File: src/rtl/write_buffer_if.sv
// Bus bundle between the cache, the write buffer and main memory.
// Writer-side modport is master; the write buffer uses slave.
interface write_buffer_if #(
  parameter int unsigned ADDR_WIDTH = 32,
  parameter int unsigned LINE_WIDTH = 128
) ();
  logic                  write_buffer_en;
  logic [ADDR_WIDTH-1:0] addr_to_write_buffer;
  logic [LINE_WIDTH-1:0] data_to_write_buffer;
  logic                  wb_full;
  logic                  wb_empty;
  logic                  wb_overflow;
  logic                  mem_wr_req;
  logic [ADDR_WIDTH-1:0] mem_wr_addr;
  logic [LINE_WIDTH-1:0] mem_wr_data;
  logic                  mem_wr_ack;
  logic                  lookup_en;
  logic [ADDR_WIDTH-1:0] lookup_addr;
  logic                  fwd_hit;
  logic [LINE_WIDTH-1:0] fwd_data;

  modport slave (
    input  write_buffer_en, addr_to_write_buffer, data_to_write_buffer,
    input  mem_wr_ack, lookup_en, lookup_addr,
    output wb_full, wb_empty, wb_overflow,
    output mem_wr_req, mem_wr_addr, mem_wr_data,
    output fwd_hit, fwd_data
  );

  modport master (
    output write_buffer_en, addr_to_write_buffer, data_to_write_buffer,
    output mem_wr_ack, lookup_en, lookup_addr,
    input  wb_full, wb_empty, wb_overflow,
    input  mem_wr_req, mem_wr_addr, mem_wr_data,
    input  fwd_hit, fwd_data
  );
endinterface

File: src/rtl/write_buffer.sv
// Evicted-cacheline FIFO draining to main memory over req/ack.
// Define WRITE_BUFFER_FORWARD_EN to build the line-address forwarding comparators.
module write_buffer #(
  parameter int unsigned DEPTH      = 4,
  parameter int unsigned ADDR_WIDTH = 32,
  parameter int unsigned LINE_WIDTH = 128
) (
  input logic          clk,
  input logic          rst_n,
  write_buffer_if.slave bus
);
  localparam int unsigned PtrW = $clog2(DEPTH);
  localparam int unsigned CntW = $clog2(DEPTH + 1);
  localparam int unsigned OffW = $clog2(LINE_WIDTH / 8);

  typedef enum logic [0:0] {StIdle, StReq} state_e;

  logic [ADDR_WIDTH-1:0] addr_q [DEPTH];
  logic [LINE_WIDTH-1:0] data_q [DEPTH];
  logic [DEPTH-1:0]      valid_q;
  logic [PtrW-1:0]       wr_ptr_q, rd_ptr_q;
  logic [CntW-1:0]       count_q;
  logic                  overflow_q;
  state_e                state_q, state_d;
  logic [ADDR_WIDTH-1:0] mem_addr_q, mem_addr_d;
  logic [LINE_WIDTH-1:0] mem_data_q, mem_data_d;
  logic                  full, empty, push, pop;

  assign full  = (count_q == CntW'(DEPTH));
  assign empty = (count_q == '0);
  // A push while full is dropped even if the head pops this same cycle.
  assign push  = bus.write_buffer_en && !full;
  assign pop   = (state_q == StReq) && bus.mem_wr_ack;

  always_ff @(posedge clk) begin
    if (push) begin
      addr_q[wr_ptr_q] <= bus.addr_to_write_buffer;
      data_q[wr_ptr_q] <= bus.data_to_write_buffer;
    end
  end

  always_ff @(posedge clk or negedge rst_n) begin
    if (!rst_n) begin
      valid_q    <= '0;
      wr_ptr_q   <= '0;
      rd_ptr_q   <= '0;
      count_q    <= '0;
      overflow_q <= 1'b0;
      state_q    <= StIdle;
      mem_addr_q <= '0;
      mem_data_q <= '0;
    end else begin
      if (pop) begin
        valid_q[rd_ptr_q] <= 1'b0;
        rd_ptr_q          <= rd_ptr_q + 1'b1;
      end
      if (push) begin
        valid_q[wr_ptr_q] <= 1'b1;
        wr_ptr_q          <= wr_ptr_q + 1'b1;
      end
      if (push && !pop) begin
        count_q <= count_q + 1'b1;
      end else if (pop && !push) begin
        count_q <= count_q - 1'b1;
      end
      if (bus.write_buffer_en && full) begin
        overflow_q <= 1'b1;
      end
      state_q    <= state_d;
      mem_addr_q <= mem_addr_d;
      mem_data_q <= mem_data_d;
    end
  end

  always_comb begin
    state_d    = state_q;
    mem_addr_d = mem_addr_q;
    mem_data_d = mem_data_q;
    unique case (state_q)
      StIdle: begin
        if (!empty) begin
          state_d    = StReq;
          mem_addr_d = addr_q[rd_ptr_q];
          mem_data_d = data_q[rd_ptr_q];
        end
      end
      StReq: begin
        if (bus.mem_wr_ack) begin
          state_d = StIdle;
        end
      end
      default: state_d = StIdle;
    endcase
  end

  assign bus.wb_full     = full;
  assign bus.wb_empty    = empty;
  assign bus.wb_overflow = overflow_q;
  assign bus.mem_wr_req  = (state_q == StReq);
  assign bus.mem_wr_addr = mem_addr_q;
  assign bus.mem_wr_data = mem_data_q;

`ifdef WRITE_BUFFER_FORWARD_EN
  logic                  hit;
  logic [LINE_WIDTH-1:0] fdata;
  logic [PtrW-1:0]       idx;
  logic                  unused_lookup_lo;

  // Walk oldest to youngest so the youngest matching entry wins.
  always_comb begin
    hit   = 1'b0;
    fdata = '0;
    idx   = '0;
    if (bus.lookup_en) begin
      for (int unsigned i = 0; i < DEPTH; i++) begin
        idx = rd_ptr_q + PtrW'(i);
        if (valid_q[idx] &&
            addr_q[idx][ADDR_WIDTH-1:OffW] == bus.lookup_addr[ADDR_WIDTH-1:OffW]) begin
          hit   = 1'b1;
          fdata = data_q[idx];
        end
      end
    end
  end

  assign bus.fwd_hit    = hit;
  assign bus.fwd_data   = fdata;
  assign unused_lookup_lo = ^bus.lookup_addr[OffW-1:0];
`else
  logic unused_fwd;

  assign bus.fwd_hit  = 1'b0;
  assign bus.fwd_data = '0;
  assign unused_fwd   = ^{valid_q, bus.lookup_en, bus.lookup_addr};
`endif
endmodule

File: src/flat_wrapper.sv
// flat-port wrapper written by rule: the top's interface ports become plain ports
module write_buffer_flat 
#(
  parameter int unsigned DEPTH      = 4,
  parameter int unsigned ADDR_WIDTH = 32,
  parameter int unsigned LINE_WIDTH = 128
)
  (clk, rst_n, bus_write_buffer_en, bus_addr_to_write_buffer, bus_data_to_write_buffer, bus_mem_wr_ack, bus_lookup_en, bus_lookup_addr, bus_wb_full, bus_wb_empty, bus_wb_overflow, bus_mem_wr_req, bus_mem_wr_addr, bus_mem_wr_data, bus_fwd_hit, bus_fwd_data);
  write_buffer_if #(.ADDR_WIDTH(ADDR_WIDTH), .LINE_WIDTH(LINE_WIDTH)) bus_i ();
  input logic clk;
  input logic rst_n;
  input wire logic [$bits(bus_i.write_buffer_en)-1:0] bus_write_buffer_en;
  input wire logic [$bits(bus_i.addr_to_write_buffer)-1:0] bus_addr_to_write_buffer;
  input wire logic [$bits(bus_i.data_to_write_buffer)-1:0] bus_data_to_write_buffer;
  input wire logic [$bits(bus_i.mem_wr_ack)-1:0] bus_mem_wr_ack;
  input wire logic [$bits(bus_i.lookup_en)-1:0] bus_lookup_en;
  input wire logic [$bits(bus_i.lookup_addr)-1:0] bus_lookup_addr;
  output wire logic [$bits(bus_i.wb_full)-1:0] bus_wb_full;
  output wire logic [$bits(bus_i.wb_empty)-1:0] bus_wb_empty;
  output wire logic [$bits(bus_i.wb_overflow)-1:0] bus_wb_overflow;
  output wire logic [$bits(bus_i.mem_wr_req)-1:0] bus_mem_wr_req;
  output wire logic [$bits(bus_i.mem_wr_addr)-1:0] bus_mem_wr_addr;
  output wire logic [$bits(bus_i.mem_wr_data)-1:0] bus_mem_wr_data;
  output wire logic [$bits(bus_i.fwd_hit)-1:0] bus_fwd_hit;
  output wire logic [$bits(bus_i.fwd_data)-1:0] bus_fwd_data;
  assign bus_i.write_buffer_en = bus_write_buffer_en;
  assign bus_i.addr_to_write_buffer = bus_addr_to_write_buffer;
  assign bus_i.data_to_write_buffer = bus_data_to_write_buffer;
  assign bus_i.mem_wr_ack = bus_mem_wr_ack;
  assign bus_i.lookup_en = bus_lookup_en;
  assign bus_i.lookup_addr = bus_lookup_addr;
  assign bus_wb_full = bus_i.wb_full;
  assign bus_wb_empty = bus_i.wb_empty;
  assign bus_wb_overflow = bus_i.wb_overflow;
  assign bus_mem_wr_req = bus_i.mem_wr_req;
  assign bus_mem_wr_addr = bus_i.mem_wr_addr;
  assign bus_mem_wr_data = bus_i.mem_wr_data;
  assign bus_fwd_hit = bus_i.fwd_hit;
  assign bus_fwd_data = bus_i.fwd_data;
  write_buffer #(.DEPTH(DEPTH), .ADDR_WIDTH(ADDR_WIDTH), .LINE_WIDTH(LINE_WIDTH)) u_core (.clk(clk), .rst_n(rst_n), .bus(bus_i));
endmodule
File: config.mk
export PLATFORM = sky130hd
export DESIGN_NAME = write_buffer_flat
export DESIGN_NICKNAME = d
export VERILOG_FILES = /design/src/rtl/write_buffer_if.sv /design/src/rtl/write_buffer.sv /design/src/flat_wrapper.sv
export SDC_FILE = /design/constraint.sdc
export NUM_CORES = 1
export LEC_CHECK = 0
export CORE_ASPECT_RATIO = 0.9
export CORE_MARGIN = 3
export CORE_UTILIZATION = 30
export CTS_CLUSTER_SIZE = 10
export DETAILED_ROUTE_END_ITERATION = 10
export PLACE_DENSITY = 0.57
export SETUP_SLACK_MARGIN = 0.2
export SYNTH_ARGS = -nofsm -noshare
export SYNTH_HDL_FRONTEND = slang
export SYNTH_SLANG_ARGS = --single-unit
File: constraint.sdc
create_clock -name clk -period 8.8 [get_ports clk]
set_clock_uncertainty 0.15 [all_clocks]
set_input_delay 1.76 -clock clk [delete_from_list [all_inputs] [get_ports clk]]
set_output_delay 1.76 -clock clk [all_outputs]
set_load 0.03 [all_outputs]
; After elaboration in Yosys (flattened, before gate mapping)
; Memories as Yosys holds them, arrays and structs flattened. A register that Yosys moved wholly into a read port is not among the register bits.
; Cells that the tools add are included.
[totals]
reg_bits = 9
mem_bits_rw = 640
input_bits = 197
output_inout_bits = 293
n_memories = 2
[op_classes]
add_sub_neg = 4
eq_ne = 1
mux = 7
bitwise = 2
reduce_logical = 13
[mem_list]
columns = memory, words, width, rd, rd_clocked_by_memory_dff, wr, line_no
row1 = u_core.data_q, 4, 128, 1, 1, 1, write_buffer.sv:19  ; logic [LINE_WIDTH-1:0] data_q [DEPTH];
row2 = u_core.addr_q, 4, 32, 1, 1, 1, write_buffer.sv:18  ; logic [ADDR_WIDTH-1:0] addr_q [DEPTH];
[ops]
columns = operator, n
row1 = two-way mux 3 bit, 2
row2 = logical AND 1 bit, 5
row3 = zero test 1 bit, 5
row4 = "adder 2 x 1 -> 2 bit, second input constant", 2
row5 = two-way mux 1 bit, 4
row6 = "adder 3 x 1 -> 3 bit, second input constant", 1
row7 = "== test 3 bit, second input constant", 1
row8 = zero test 3 bit, 1
row9 = "subtractor 3 x 1 -> 3 bit, second input constant", 1
row10 = NOT 1 bit, 2
row11 = case mux 1 bit (2 select lines), 1
row12 = AND reduction 2 bit, 1
row13 = nonzero test 2 bit, 1

; Longest topological paths before layout
; Gate-level depths: netlist of the first run.
[logic_depth]
ltp_word = 7
depth_mapped = 9
depth_no_buf = 8

; Worst setup path after synthesis of the first run
; No wires, ideal clock.
[synth_path]
kind = input-to-reg
from = input port bus_write_buffer_en
to = memory u_core.addr_q[0][0], enable pin
setup_ns = 0.539
arrival_ns = 5.789
t_required_ns = 8.111
setup_slack_ns = 2.322
path_stages = 3
n_path_buf = 1
cell_sequence = nor2b_1 clkbuf_1 and2_1
[synth_via]
elab_chain_cells = 3
[synth_rtl]
columns = item, line_no
row1 = start: declaration, flat_wrapper.sv:12  ; input wire logic [$bits(bus_i.write_buffer_en)-1:0] bus_write_buffer_en;
row2 = logical AND 1 bit, write_buffer.sv:32  ; assign push = bus.write_buffer_en && !full;
row3 = via u_core.push, write_buffer.sv:27  ; logic full, empty, push, pop;
row4 = two-way mux 1 bit, write_buffer.sv:36  ; if (push) begin
row5 = two-way mux 1 bit (not written as such), write_buffer.sv:37  ; addr_q[wr_ptr_q] <= bus.addr_to_write_buffer;
row6 = end: declaration, write_buffer.sv:18
; The timed path passes the listed nets, and every way through them passes these cells.

; Worst setup path after layout of the first run
[layout_path]
from = input port bus_write_buffer_en
to = memory u_core.data_q[2][97], enable pin
[layout_via]
elab_chain_cells = 3
[layout_rtl]
columns = item, line_no
row1 = logical AND 1 bit, write_buffer.sv:32
row2 = two-way mux 1 bit, write_buffer.sv:36
row3 = two-way mux 1 bit (not written as such), write_buffer.sv:38  ; data_q[wr_ptr_q] <= bus.data_to_write_buffer;
row4 = end: declaration, write_buffer.sv:19
; No other way between the ends.

==> results of run 1 <==
==> worst reg2reg max path: stages, from the launching register on <==
cell	delay, ps
dfrtp_4	740
buf_4	680
buf_4	700
mux4_2	550
mux2_2	290
==> state kept, by name, indices dropped and copies added, names as in the netlist <==
signal                  count
u_core.addr_q             128
u_core.bus.mem_wr_addr     32
u_core.bus.mem_wr_data    128
u_core.bus.mem_wr_req       1
u_core.bus.wb_overflow      1
u_core.count_q              3
u_core.data_q             512
u_core.rd_ptr_q             2
u_core.wr_ptr_q             2
==> layout make-up <==
type,count,area (um2)
clock buffer,163,2670
sequential,809,23500
multi-input combinational,476,6150
inverter,3,11.3
antenna,8,20.0
tap,1344,1680
fill,9130,62500
clock inverter,11,191
timing repair buffer,345,3470
==> kinds of logic after synthesis <==
family                   synth area share
AND/OR/NAND/NOR                   0.00222
XOR/XNOR                          0.00173
buffers and inverters              0.0426
other                            0.000123
multiplexers                        0.179
adder cells (fa/ha/maj)           0.00272
flip-flops                          0.771
AO/OA/AOI/OAI                    0.000247
==> power breakdown <==
part | internal (W) | switching [W] | leakage (nW) | total (W)
Sequential | 0.00523 | 0.000436 | 7.84 | 0.00566
Combinational | 0.00206 | 0.00239 | 3.56 | 0.00445
Clock | 0.00214 | 0.00147 | 1.36 | 0.00361
==> cells in the final DEF, fill, tap and decap left out, types with 5 or more instances in the layout <==
cell,instances
clkbuf_16,95
edfxtp_1,640
diode_2,8
clkbuf_8,5
dfrtp_1,167
buf_4,13
buf_12,5
ha_1,5
mux4_2,160
clkbuf_1,64
clkdlybuf4s50_1,326
mux2_2,159
conb_1,129
==> how the worst max path moves through the flow <==
stage | startpoint | endpoint | slack, ps | cells past startpoint
after detailed placement | bus_write_buffer_en | u_core.data_q[2][99]$_DFFE_PP_ | 3830 | 4
after floorplan | bus_write_buffer_en | u_core.addr_q[0][0]$_DFFE_PP_ | 2320 | 3
after global routing | bus_write_buffer_en | u_core.data_q[2][101]$_DFFE_PP_ | 4450 | 4
after CTS | u_core.count_q[0]$_DFFE_PN0P_ | bus_wb_full | 4520 | 2
after global placement | bus_write_buffer_en | u_core.data_q[2][99]$_DFFE_PP_ | 3870 | 4
final | bus_write_buffer_en | u_core.data_q[2][97]$_DFFE_PP_ | 4580 | 4
==> through the flow <==
stage	cell area, um2	setup WS, ps	total power [W]	std cells	util
2_1_floorplan	30900	2320	0.00871	1471	-
3_3_place_gp	34800	3870	0.0102	2977	0.347
3_5_place_dp	34800	3830	0.0103	2977	0.347
4_1_cts	37600	4520	0.0140	3151	0.376
5_1_grt	37600	4450	0.0144	3152	0.376
6_report	37700	4580	0.0137	3159	0.376
==> per-layer routing <==
layer,vias up,global-route usage,part of all wire
met5,-,0,0.00085
met4,8,0.0387,0.024
met3,101,0.0421,0.075
met2,426,0.205,0.50
met1,7340,0.150,0.41
li1,5933,-,-
==> results.cfg, run 1 <==
[floorplan]
dieArea_um2 = 105000
core.rowCount = 110
core_area_um2 = 100000
chip_width_um = 342
chipHeight_um = 308
floorplan.initialDensity = 0.303
pin_count = 490

[clock_tree]
count_of_hold_buffers_inserted_by_post_cts_repair = 0
post_cts_resize_count = 0
worst_skew_pair.late_latency_ps = 650
clock_tree.htree_level_count = 3
clock_tree.root_cell = clkbuf_16
clk_pin_slew_ps = 50
tritoncts = done
post-cts-setup-buffer-count = 0
cts_buffer_depth = 3
numCtsBuffers = 94
clkSinkCount = 809

[grt]
antenna_found_initial = 15
grt_first_pass_wirelength_mm = 96.7
grt_util_all_layers = 0.123
grt_start_max_net_pins = 86
global_route.overflow_total = 0
first_global_vias = 15300

[drt]
drt_pass_1_iters = 4
drt.antenna.violating_nets = 0
drc = 0
routed_via_density = 4.37
drt_iter0_drcs = 633
vias = 13800
routed_wire_length_per_instance_um = 20.5
postRouteWirelength_mm = 64.9

[final_layout]
syn2layout_area_growth_pct = 23.9
finish.net_count = 1932
layout-drive-gt1-share = 0.252

[critical_path]
timing.critical_path.cells = clkdlybuf4s50_1 -> nor2b_1 -> and2_4 -> buf_4
worst_path_max_delay_cell = and2_4
reg2reg_slack_ps = 5560
worst_setup_path_start_kind = primary input
worstPathMaxFanout = 47
worst-endpoint-arrival_ps = 4330
required_time_worst_endpoint_ps = 8910
worst_path_largest_cell_delay_ps = 780
cp_top_family = simple AND/OR/NAND/NOR gates
timing.critical_path.to_type = flop
reg2regPathDepth = 4
worstReg2RegStart = u_core.rd_ptr_q[1]$_DFFE_PN0P_
critical_path_buf_inv_count = 2
worst_r2r_endpoint = u_core.bus.mem_wr_data[69]$_DFFE_PN0P_
worst_setup_path_class = primary input to flop

[min_path]
timing.hold.worst_path_depth = 1
min_path_type = flop to flop
worstHoldStart = u_core.bus.wb_overflow$_DFFE_PN0P_
hold_end = u_core.bus.wb_overflow$_DFFE_PN0P_

[synth]
synth.ff_latch_count = 809
yosys-top-cells-count = 640 x edfxtp_1, 169 x dfrtp_1, 160 x mux4_2, 159 x mux2_2, 129 x buf_4
synth_top_area_frac = 0.632
synth_most_common_cell = edfxtp_1
syn-mean-instance-area_um2 = 22.6
netlist.top_cell.by_area = edfxtp_1
synth_seq_area_share = 0.771
synth_enable_flop_cells = 640
synthesis.instances = 1343
post_synth_main_area_contributors = edfxtp_1 63%, dfrtp_1 14%, mux4_2 12%, mux2_2 5.9%, buf_4 3.2%
ys_dominant_reg_cell = edfxtp_1
proportion_of_register_bits_with_asynchronous_set_or_reset_after_synthesis = 0.209
yosysWarnings = 0
yosys.cell_types.count = 26
synth.cell_area_um2 = 30400

[power_and_ir_drop]
power.leakage_nw = 12.8
power_density_nw_per_um2 = 365
worst_ir_drop_vdd_mv = 0.197

[flow_run]
drv.max_cap_violation_count = 0

[timing]
worst_pin_slew_ps = 951
slew_headroom = 0.364
fmaxAchievable_mhz = 237
fin_worst_hold_slack_ps = 325
fin_crit_sh = 0.480
final.setup.tns_ps = 0
timing_max_transition_violations_final = 0
timing.final.crit_period_ps = 4220
finalHoldViolations = 0
rsz0062_at_grt = false
final-setup-viol-count = 0

[place]
port_buffers = 327
placer_congestion = 0.696
hpwl_mm = 36.9

[outcome]
status = finished clean
(Power assumes the default switching activity.)
==> run 2: changes to the inputs <==
--- a/config.mk
+++ b/config.mk
@@ -10,7 +10,7 @@
 export CORE_UTILIZATION = 30
 export CTS_CLUSTER_SIZE = 10
 export DETAILED_ROUTE_END_ITERATION = 10
-export PLACE_DENSITY = 0.57
+export PLACE_DENSITY = 0.59
 export SETUP_SLACK_MARGIN = 0.2
 export SYNTH_ARGS = -nofsm -noshare
 export SYNTH_HDL_FRONTEND = slang
==> constraint.sdc (replaced) <==
create_clock -name clk -period 3.51 [get_ports clk]
set_clock_uncertainty 0.15 [all_clocks]
set_input_delay 0.702 -clock clk [delete_from_list [all_inputs] [get_ports clk]]
set_output_delay 0.702 -clock clk [all_outputs]
set_load 0.03 [all_outputs]
==> run 2 against run 1 <==
Effect of this change: sequential share of layout area down 0.96 points; final cell count is 1.6% higher; non-clock buffer count is 55 higher; die area did not move; setup slack lost 4200 ps; first-iteration DRC count grew 34%; sequential power up 150%; via count grew 0.98%; global-route usage barely moved; power increased to 2.5 times the previous value.
==> results.cfg, run 2 (synthesis results as in run 1) <==
[floorplan]
pin_count = 490
core_area_um2 = 100000
floorplan.initialDensity = 0.303
dieArea_um2 = 105000
chip_width_um = 342
core.rowCount = 110
chipHeight_um = 308

[grt]
antenna_found_initial = 11
global_route.overflow_total = 0
grt_util_all_layers = 0.123
grt_start_max_net_pins = 57
grt_first_pass_wirelength_mm = 96.9
first_global_vias = 15300

[critical_path]
reg2reg_slack_ps = 1270
timing.critical_path.cells = nor3_2 -> clkdlybuf4s50_1
worstPathMaxFanout = 4
reg2regPathDepth = 4
required_time_worst_endpoint_ps = 2660
worstReg2RegStart = u_core.rd_ptr_q[0]$_DFFE_PN0P_
worst-endpoint-arrival_ps = 2260
worst_r2r_endpoint = u_core.bus.mem_wr_data[124]$_DFFE_PN0P_
worst_path_largest_cell_delay_ps = 750
worst_path_max_delay_cell = clkdlybuf4s50_1
worst_setup_path_start_kind = flop
worst_setup_path_class = flop to primary output
timing.critical_path.to_type = primary output

[final_layout]
mostFrequentLayoutCell = edfxtp_1
layout.cell_area.non_filler_um2 = 38200
largest_register_ff_count = 512
layout-drive-gt1-share = 0.273
most-common-layout-cells = 640 x edfxtp_1, 326 x clkdlybuf4s50_1, 167 x dfrtp_1
max_flop_register = u_core.data_q
finish.net_count = 1986
finish.cell_count_without_fillers = 3208
syn2layout_area_growth_pct = 25.8

[place]
detailed_place.area_um2 = 35500
placer_congestion = 0.705
numPlacedInstances = 3031
port_buffers = 327
hpwl_mm = 40.6

[clock_tree]
clkSinkCount = 809
worst_skew_pair.late_latency_ps = 640
cts_buffer_depth = 3
clk_pin_slew_ps = 50
numCtsBuffers = 93
post-cts-setup-buffer-count = 0
tritoncts = done
clock_tree.root_cell = clkbuf_16
clock_tree.htree_level_count = 3

[power_and_ir_drop]
worst_ir_drop_vdd_mv = 0.516
power_density_nw_per_um2 = 905
power.leakage_nw = 13.1

[min_path]
hold_end = u_core.bus.wb_overflow$_DFFE_PN0P_
timing.hold.worst_path_depth = 1
min_path_type = flop to flop
worstHoldStart = u_core.bus.wb_overflow$_DFFE_PN0P_

[timing]
fin_crit_sh = 0.885
fmaxAchievable_mhz = 322
timing.final.crit_period_ps = 3110
final-setup-viol-count = 0
final.setup.tns_ps = 0
fin_worst_hold_slack_ps = 327
slew_headroom = 0.571
rsz0062_at_grt = false
worst_pin_slew_ps = 642
timing_max_transition_violations_final = 0
finalHoldViolations = 0

[drt]
drt_iter0_drcs = 851
routed_via_density = 4.35
drt.antenna.violating_nets = 0
drt_pass_1_iters = 4
postRouteWirelength_mm = 64.1
vias = 13900
drc = 0
routed_wire_length_per_instance_um = 20.0

[flow_run]
drv.max_cap_violation_count = 0

[outcome]
status = finished clean
run 2: changes by cell type in the layout (fill, tap and decap cells not counted), moves of 3 or more:
cell	delta
buf_4	+31
buf_12	+23
bufinv_16	-3
diode_2	-3
run 2: worst max path at each step:
stage | cells past startpoint | startpoint | end
global placement | 6 | bus_write_buffer_en | u_core.data_q[3][96]$_DFFE_PP_
finish | 2 | u_core.count_q[0]$_DFFE_PN0P_ | bus_wb_empty
detailed placement | 6 | bus_write_buffer_en | u_core.data_q[3][96]$_DFFE_PP_
global route | 2 | u_core.count_q[0]$_DFFE_PN0P_ | bus_wb_empty
CTS | 2 | u_core.count_q[0]$_DFFE_PN0P_ | bus_wb_full
floorplan | 3 | bus_write_buffer_en | u_core.addr_q[0][0]$_DFFE_PP_
run 2: through the flow:
stage / setup slack (ps) / power (W) / util
after floorplan: -124 / 0.0217 / -
after global placement: 725 / 0.0261 / 0.354
after detailed placement: 680 / 0.0264 / 0.354
after CTS: 310 / 0.0353 / 0.382
after global routing: 289 / 0.0364 / 0.382
final: 402 / 0.0346 / 0.382
run 2: final cells by class:
| type | count | area, um2 |
|---|---|---|
| Clock buffer | 159 | 2620 |
| Tap cell | 1344 | 1680 |
| Antenna cell | 5 | 12.5 |
| Timing Repair Buffer | 400 | 4180 |
| Inverter | 3 | 11.3 |
| Fill cell | 9028 | 62000 |
| Multi-Input combinational cell | 476 | 6150 |
| Clock inverter | 12 | 136 |
| Sequential cell | 809 | 23500 |
run 2: routing by layer:
metal	up-vias	part of all wire	track usage	wire, um
met5	-	0.0015	0	95
met4	12	0.020	0.0364	1310
met3	100	0.068	0.0373	4360
met2	428	0.50	0.203	31800
met1	7363	0.41	0.155	26600
li1	6041	-	-	-
run 2: critical path, delay by kind of cell, from the launching register on:
| family | cells | cell delay [ps] |
|---|---|---|
| flip-flops | 1 | 450 |
| AND/OR/NAND/NOR | 1 | 410 |
| buffers and inverters | 1 | 750 |
run 2: repair_timing:
action                                  4_1_cts  5_1_grt
gates resized for setup                       0        1
endpoints found under the hold margin        52        0
endpoints found under the setup margin        0        1
hold buffers                                  1        0
run 2: where the power goes:
group	leakage (nW)	internal (W)	switching (W)
logic	3.93	0.00563	0.00619
registers	7.84	0.0131	0.00102
clock network	1.30	0.00506	0.00365
total	13.1	0.0238	0.0109
